[src/rtl/inport_conditioner.sv]
// Board input front end: syncs and debounces switches/buttons, holds a word.
// Ports: Clock, Reset(sync, low), sw_raw, load_btn_raw, stop_btn_raw, inport_read
//        -> inport_data, data_valid, overrun, stop_level, sw_stable.
module inport_conditioner #(
  parameter int SW_W       = 8,
  parameter int DEB_CYCLES = 16,
  parameter int CNT_W      = 20,
  parameter int SIGN_EXT   = 0
) (
  input  logic            Clock,
  input  logic            Reset,
  input  logic [SW_W-1:0] sw_raw,
  input  logic            load_btn_raw,
  input  logic            stop_btn_raw,
  input  logic            inport_read,
  output logic [31:0]     inport_data,
  output logic            data_valid,
  output logic            overrun,
  output logic            stop_level,
  output logic [SW_W-1:0] sw_stable
);

  localparam logic [0:0] EMPTY = 1'b0;
  localparam logic [0:0] FULL  = 1'b1;

  localparam logic [CNT_W-1:0] DEB_LAST =
    CNT_W'(DEB_CYCLES - 1);

  logic [SW_W-1:0]  swMeta;
  logic [SW_W-1:0]  swSync;
  logic [SW_W-1:0]  swPrev;
  logic [CNT_W-1:0] swCnt;

  logic             loadMeta;
  logic             loadSync;
  logic             loadStable;
  logic             loadStableD;
  logic [CNT_W-1:0] loadCnt;

  logic             stopMeta;
  logic             stopSync;
  logic             stopStable;
  logic [CNT_W-1:0] stopCnt;

  logic [0:0]       state;
  logic             loadRise;

  function automatic logic [31:0] extend(
    input logic [SW_W-1:0] v
  );
    logic [31:0] r;
    r = {32{(SIGN_EXT != 0) & v[SW_W-1]}};
    r[SW_W-1:0] = v;
    return r;
  endfunction

  assign loadRise   = loadStable & ~loadStableD;
  assign data_valid = (state == FULL);
  assign stop_level = stopStable;

  // two-flop synchronisers
  always_ff @(posedge Clock) begin
    if (!Reset) begin
      swMeta   <= '0;
      swSync   <= '0;
      loadMeta <= 1'b0;
      loadSync <= 1'b0;
      stopMeta <= 1'b0;
      stopSync <= 1'b0;
    end else begin
      swMeta   <= sw_raw;
      swSync   <= swMeta;
      loadMeta <= load_btn_raw;
      loadSync <= loadMeta;
      stopMeta <= stop_btn_raw;
      stopSync <= stopMeta;
    end
  end

  // buttons: accept a level after DEB_CYCLES
  // consecutive disagreeing samples
  always_ff @(posedge Clock) begin
    if (!Reset) begin
      loadStable  <= 1'b0;
      loadStableD <= 1'b0;
      loadCnt     <= '0;
      stopStable  <= 1'b0;
      stopCnt     <= '0;
    end else begin
      loadStableD <= loadStable;
      if (loadSync != loadStable) begin
        if (loadCnt == DEB_LAST) begin
          loadStable <= loadSync;
          loadCnt    <= '0;
        end else begin
          loadCnt <= loadCnt + 1'b1;
        end
      end else begin
        loadCnt <= '0;
      end
      if (stopSync != stopStable) begin
        if (stopCnt == DEB_LAST) begin
          stopStable <= stopSync;
          stopCnt    <= '0;
        end else begin
          stopCnt <= stopCnt + 1'b1;
        end
      end else begin
        stopCnt <= '0;
      end
    end
  end

  // switches as a group; counter holds at
  // DEB_LAST so a settled vector keeps loading
  always_ff @(posedge Clock) begin
    if (!Reset) begin
      swPrev    <= '0;
      swCnt     <= '0;
      sw_stable <= '0;
    end else begin
      swPrev <= swSync;
      if (swSync != swPrev) begin
        swCnt <= '0;
      end else if (swCnt == DEB_LAST) begin
        sw_stable <= swSync;
      end else begin
        swCnt <= swCnt + 1'b1;
      end
    end
  end

  // a read in the same cycle as a new load
  // consumed the old word, so no overrun
  always_ff @(posedge Clock) begin
    if (!Reset) begin
      state       <= EMPTY;
      inport_data <= '0;
      overrun     <= 1'b0;
    end else begin
      unique case (state)
        EMPTY: begin
          if (loadRise) begin
            state       <= FULL;
            inport_data <= extend(sw_stable);
          end
        end
        FULL: begin
          if (loadRise) begin
            inport_data <= extend(sw_stable);
            if (!inport_read) overrun <= 1'b1;
          end else if (inport_read) begin
            state <= EMPTY;
          end
        end
      endcase
    end
  end

endmodule

[config.mk]
export PLATFORM = sky130hd
export DESIGN_NAME = inport_conditioner
export DESIGN_NICKNAME = d
export VERILOG_FILES = /design/src/rtl/inport_conditioner.sv
export SDC_FILE = /design/constraint.sdc
export NUM_CORES = 1
export LEC_CHECK = 0
export ABC_AREA = 1
export CAP_MARGIN = 20
export CORE_MARGIN = 2
export CORE_UTILIZATION = 38
export CTS_BUF_LIST = sky130_fd_sc_hd__clkbuf_8
export DETAILED_ROUTE_END_ITERATION = 16
export GPL_ROUTABILITY_DRIVEN = 0
export PLACE_DENSITY = 0.55
export SYNTH_ARGS = -nofsm -noshare
export SYNTH_HDL_FRONTEND = slang
export SYNTH_SLANG_ARGS = --single-unit
[constraint.sdc]
create_clock -name Clock -period 2.55 [get_ports Clock]
set_input_delay 0.3825 -clock Clock [delete_from_list [all_inputs] [get_ports Clock]]
set_output_delay 0.3825 -clock Clock [all_outputs]
set_load 0.03 [all_outputs]
* After elaboration in Yosys (flattened, before gate mapping)
Cells that the tools add are included.
Word-level totals: memory bits (writable) 0, memories kept 0, register bits 133, bits in latches 0, input port bits 13, ROM bits 0
Operators by class: eq/ne operators 6, add/sub/neg operators 3, multipliers 0, shift operators 0, bitwise operators 8, divide/modulo/power cells 0, multiplexer cells 5, $lt $le $gt $ge 0, reductions and logical operators 7
Operator list (count):
- $add 20x1->20 const B | 3
- $eq 20x4->1 const B | 3
- $mux 32 | 1
- $ne 8x8->1 | 1
- $not 1->1 | 7
- $reduce_and 2->1 | 3
- $reduce_or 3->1 | 2
- $mux 1 | 3
- $reduce_and 3->1 | 1
- $ne 1x1->1 | 2
- $pmux 1 s2 | 1
- $reduce_or 2->1 | 1
- $and 1x1->1 | 1

* Longest topological paths before layout
word-level depth 4, gate-level depth with buffers 10

* Worst setup path before layout
No wires, ideal clock.
kind reg-to-reg, start point register swCnt[0], end point register sw_stable[6], required time 2.434 ns, cell stages (with the launch flop) 10, library setup time 0.116 ns, slack 1.098 ns, arrival 1.337 ns, period minus slack after synthesis 1.452 ns, path through dfxtp_1 > ha_1 > nand3_2 > inv_2 > nand3_4 > clkinv_2 > buf_6 > nand3_1 > nand2_1 > nor2_1
On the way: cells in the longest elaborated chain, start to end 2
RTL lines:
- from (decl) | line 32 | logic [CNT_W-1:0] swCnt;
- from (signal assigned) | line 128 | swCnt <= swCnt + 1'b1;
- $eq 20x4->1 | line 125 | end else if (swCnt == DEB_LAST) begin
- $reduce_and 2->1 (no line)
- to (signal assigned) | line 126 | sw_stable <= swSync;
- to (decl) | line 20 | output logic [SW_W-1:0] sw_stable
Every way passes these cells. A chain may end at the register's enable or synchronous reset.

* Final worst setup path
start point register sw_stable[7], end point output sw_stable[7]
No word-level cell between the ends.

==> flow_metrics.env <==
export IMPL_grt_pass1_vias=3732
export IMPL_fmax_mhz=521
export IMPL_skew_ns=0.0155
export IMPL_p_per_area_mw_per_mm2=515
export IMPL_dp_slack_ns=0.856
export IMPL_regArea_mm2=0.00218
export IMPL_crit_fanout=3
export IMPL_synthArstFlopShare=0
export IMPL_slew_headroom=0.661
export IMPL_numCtsBuffers=9
export IMPL_drt_pass1_iter_count=4
export IMPL_status="finished, final reports clean"
export IMPL_finalNonFillerCells=946
export IMPL_netlist_area_mm2=0.00512
export IMPL_antenna_found_initial=0
export IMPL_min_path_type="input port to flip-flop"
export IMPL_ir_drop_v=0.000306
export IMPL_nNetsFinal=781
export IMPL_drc=0
export IMPL_syn_to_final_growth_pct=10.9
export IMPL_p_leak_uw=0.00233
export IMPL_ys_seq_area_frac=0.426
export IMPL_rsz0062_at_grt="false"
export IMPL_vias=4201
export IMPL_dieHeight_um=120
export IMPL_die_area_mm2=0.0144
export IMPL_track_usage=0.150
export IMPL_nFillCells=1399
export IMPL_slowest_delay_ns=0.71
export IMPL_synth_most_common_cell="nand2_1"
export IMPL_hold_slack_ns=0.371
export IMPL_multiInputGateArea_mm2=0.00233
export IMPL_finalMaxSlewViolations=0
export IMPL_ioPinCount=56
export IMPL_crit_type="flip-flop to output port"
export IMPL_core_mm2=0.0132
export IMPL_fin_crit_ns=1.92
export IMPL_ant_nets=0
export IMPL_antennaDiodeCount=0
export IMPL_yosysTopAreaCell="dfxtp_1"
export IMPL_synth_edf_count=0
export IMPL_synth_top_area_frac=0.426
export IMPL_start_util=0.388
export IMPL_cts_hold_buf=0
export IMPL_clkLatencyLatePin_ns=0.39
export IMPL_period_share=0.753
export IMPL_setup_viol=0
export IMPL_crit_chain="clkdlybuf4s50_1"
export IMPL_drive_above_1_share=0.0753
export IMPL_synthFlopType="dfxtp_1"
export IMPL_hold_viol=0
export IMPL_cp_end_kind="output port"
export IMPL_synthCells=734
export IMPL_setup_tns_ns=0
export IMPL_cts_tree="done"
export IMPL_fin_area_mm2=0.00568
export IMPL_grt_start_max_net_pins=50
export IMPL_crit_required_ns=2.17
export IMPL_worst_ep_arrival_time_ns=1.54
export IMPL_ys_ff_latch=109
export IMPL_cts_sinks=109
export IMPL_rows=42
export IMPL_dp_cells=930
export IMPL_cts_setup_buffers=0
export IMPL_critPathBufInv=1
export IMPL_portBuffers=31
export IMPL_avgSynthCellArea_um2=6.98
export IMPL_dpl_instance_area_mm2=0.00549
export IMPL_cp_slowest_cell="clkdlybuf4s50_1"
export IMPL_yosysUniqueCellTypes=36
export IMPL_netlist_top_cells_count="nand2_1 (175), nor2_1 (115), dfxtp_1 (109)"
export IMPL_crit_family="buffers and inverters"
export IMPL_drt_iter0_drc=336
export IMPL_netlist_top_cells_area="dfxtp_1 (43%), nand2_1 (13%), nor2_1 (8.4%)"
export IMPL_tightest_slew_ns=0.508
export IMPL_ctsResizeCount=0
export IMPL_totalWireLength_um=10300
export IMPL_drv_cap=0
export IMPL_cts_path_max_buffers=2
export IMPL_hpwl_um=7630
export IMPL_grt_first_pass_wirelength_um=17200
export IMPL_synth_warning_count=0
export IMPL_grt_remaining_overflow=0
export IMPL_die_w_um=120
export IMPL_avgViaCountPerCell=4.44
export IMPL_cts_root_buf="clkbuf_8"
export IMPL_path_clk_slew_ns=0.12
export IMPL_start_kind="flip-flop"
export IMPL_wl_per_cell_um=10.9
export IMPL_setup_ws_ns=0.630
export IMPL_h_tree_depth=3
## worst register-to-register path, stage by stage, from the launching register on
cell and delay [ns]:
dfxtp_1 0.47, ha_1 0.25, nand3_2 0.16, inv_2 0.12, nand3_4 0.12, clkinv_2 0.22
nand3_1 0.12, nand2_1 0.10, nor2_1 0.04
## registers in the layout, summed over array words and instances, names as in the netlist
signal / cells
loadCnt: 20
stopCnt: 20
swCnt: 20
inport_data: 8
swMeta: 8
swPrev: 8
swSync: 8
sw_stable: 8
data_valid: 1
loadMeta: 1
loadStable: 1
loadStableD: 1
loadSync: 1
overrun: 1
stopMeta: 1
stopSync: 1
stop_level: 1
## layout by cell type (no fill, tap or decap), types with 3 or more instances in the layout
master             n
nor3_1             8
a21oi_2            6
a31oi_1            3
ha_1               3
xnor2_1            4
inv_8              4
o21ai_0           14
inv_1            107
nor2_2             7
nand2_1          175
nor2_1           115
a21oi_1           38
nor2_4             3
dfxtp_1          109
conb_1            24
nor3_2             3
clkdlybuf4s50_1   30
nand2_2            3
xor2_1            11
clkbuf_8           9
inv_2             10
nand4_1           19
nand3_1           45
## per-layer routing
layer,GRT usage,vias up,routed length (um)
met2,0.241,69,4600
met1,0.194,1842,5100
met5,0,-,0
met4,0.0537,0,140
li1,-,2278,-
met3,0.0394,12,441
## where the power goes
part | total [uW] | switching [uW] | internal [uW]
Clock | 1030 | 646 | 385
Sequential | 1730 | 11.9 | 1720
Combinational | 162 | 120 | 42.2
## final timing paths
| kind | cells past startpoint | slack (ns) | end | startpoint |
|---|---|---|---|---|
| setup reg to reg | 8 | 0.85 | sw_stable[3] | swCnt[0] |
| hold / removal | 3 | 0.37 | overrun | Reset |
| hold reg to reg | 2 | 0.42 | swSync[4] | swMeta[4] |
| setup / recovery | 1 | 0.63 | sw_stable[7] | sw_stable[7] |
## final cells by class
type                            instances  share of cell area
Multi-Input combinational cell        495               0.411
Tap cell                              176              0.0387
Inverter                              118              0.0782
Timing Repair Buffer                   32              0.0550
Clock buffer                            9              0.0218
Clock inverter                          7              0.0117
Sequential cell                       109               0.384
## cell families (layout without fill, tap and decap cells)
group,Yosys count,in the layout,share of synthesized area
compound gates,61,61,0.0647
xor+xnor,15,15,0.0256
fa+ha+maj,3,3,0.00733
buf+inv,153,166,0.136
flops,109,109,0.426
other cells,1,24,0.000732
simple gates,392,392,0.340
## metrics by stage
step,util,total power [uW]
6_report,0.431,2930
5_1_grt,0.431,3070
4_1_cts,0.431,2990
3_5_place_dp,0.416,1940
3_3_place_gp,0.416,1940
2_1_floorplan,-,1930
Power figures use the tool's default switching activity.
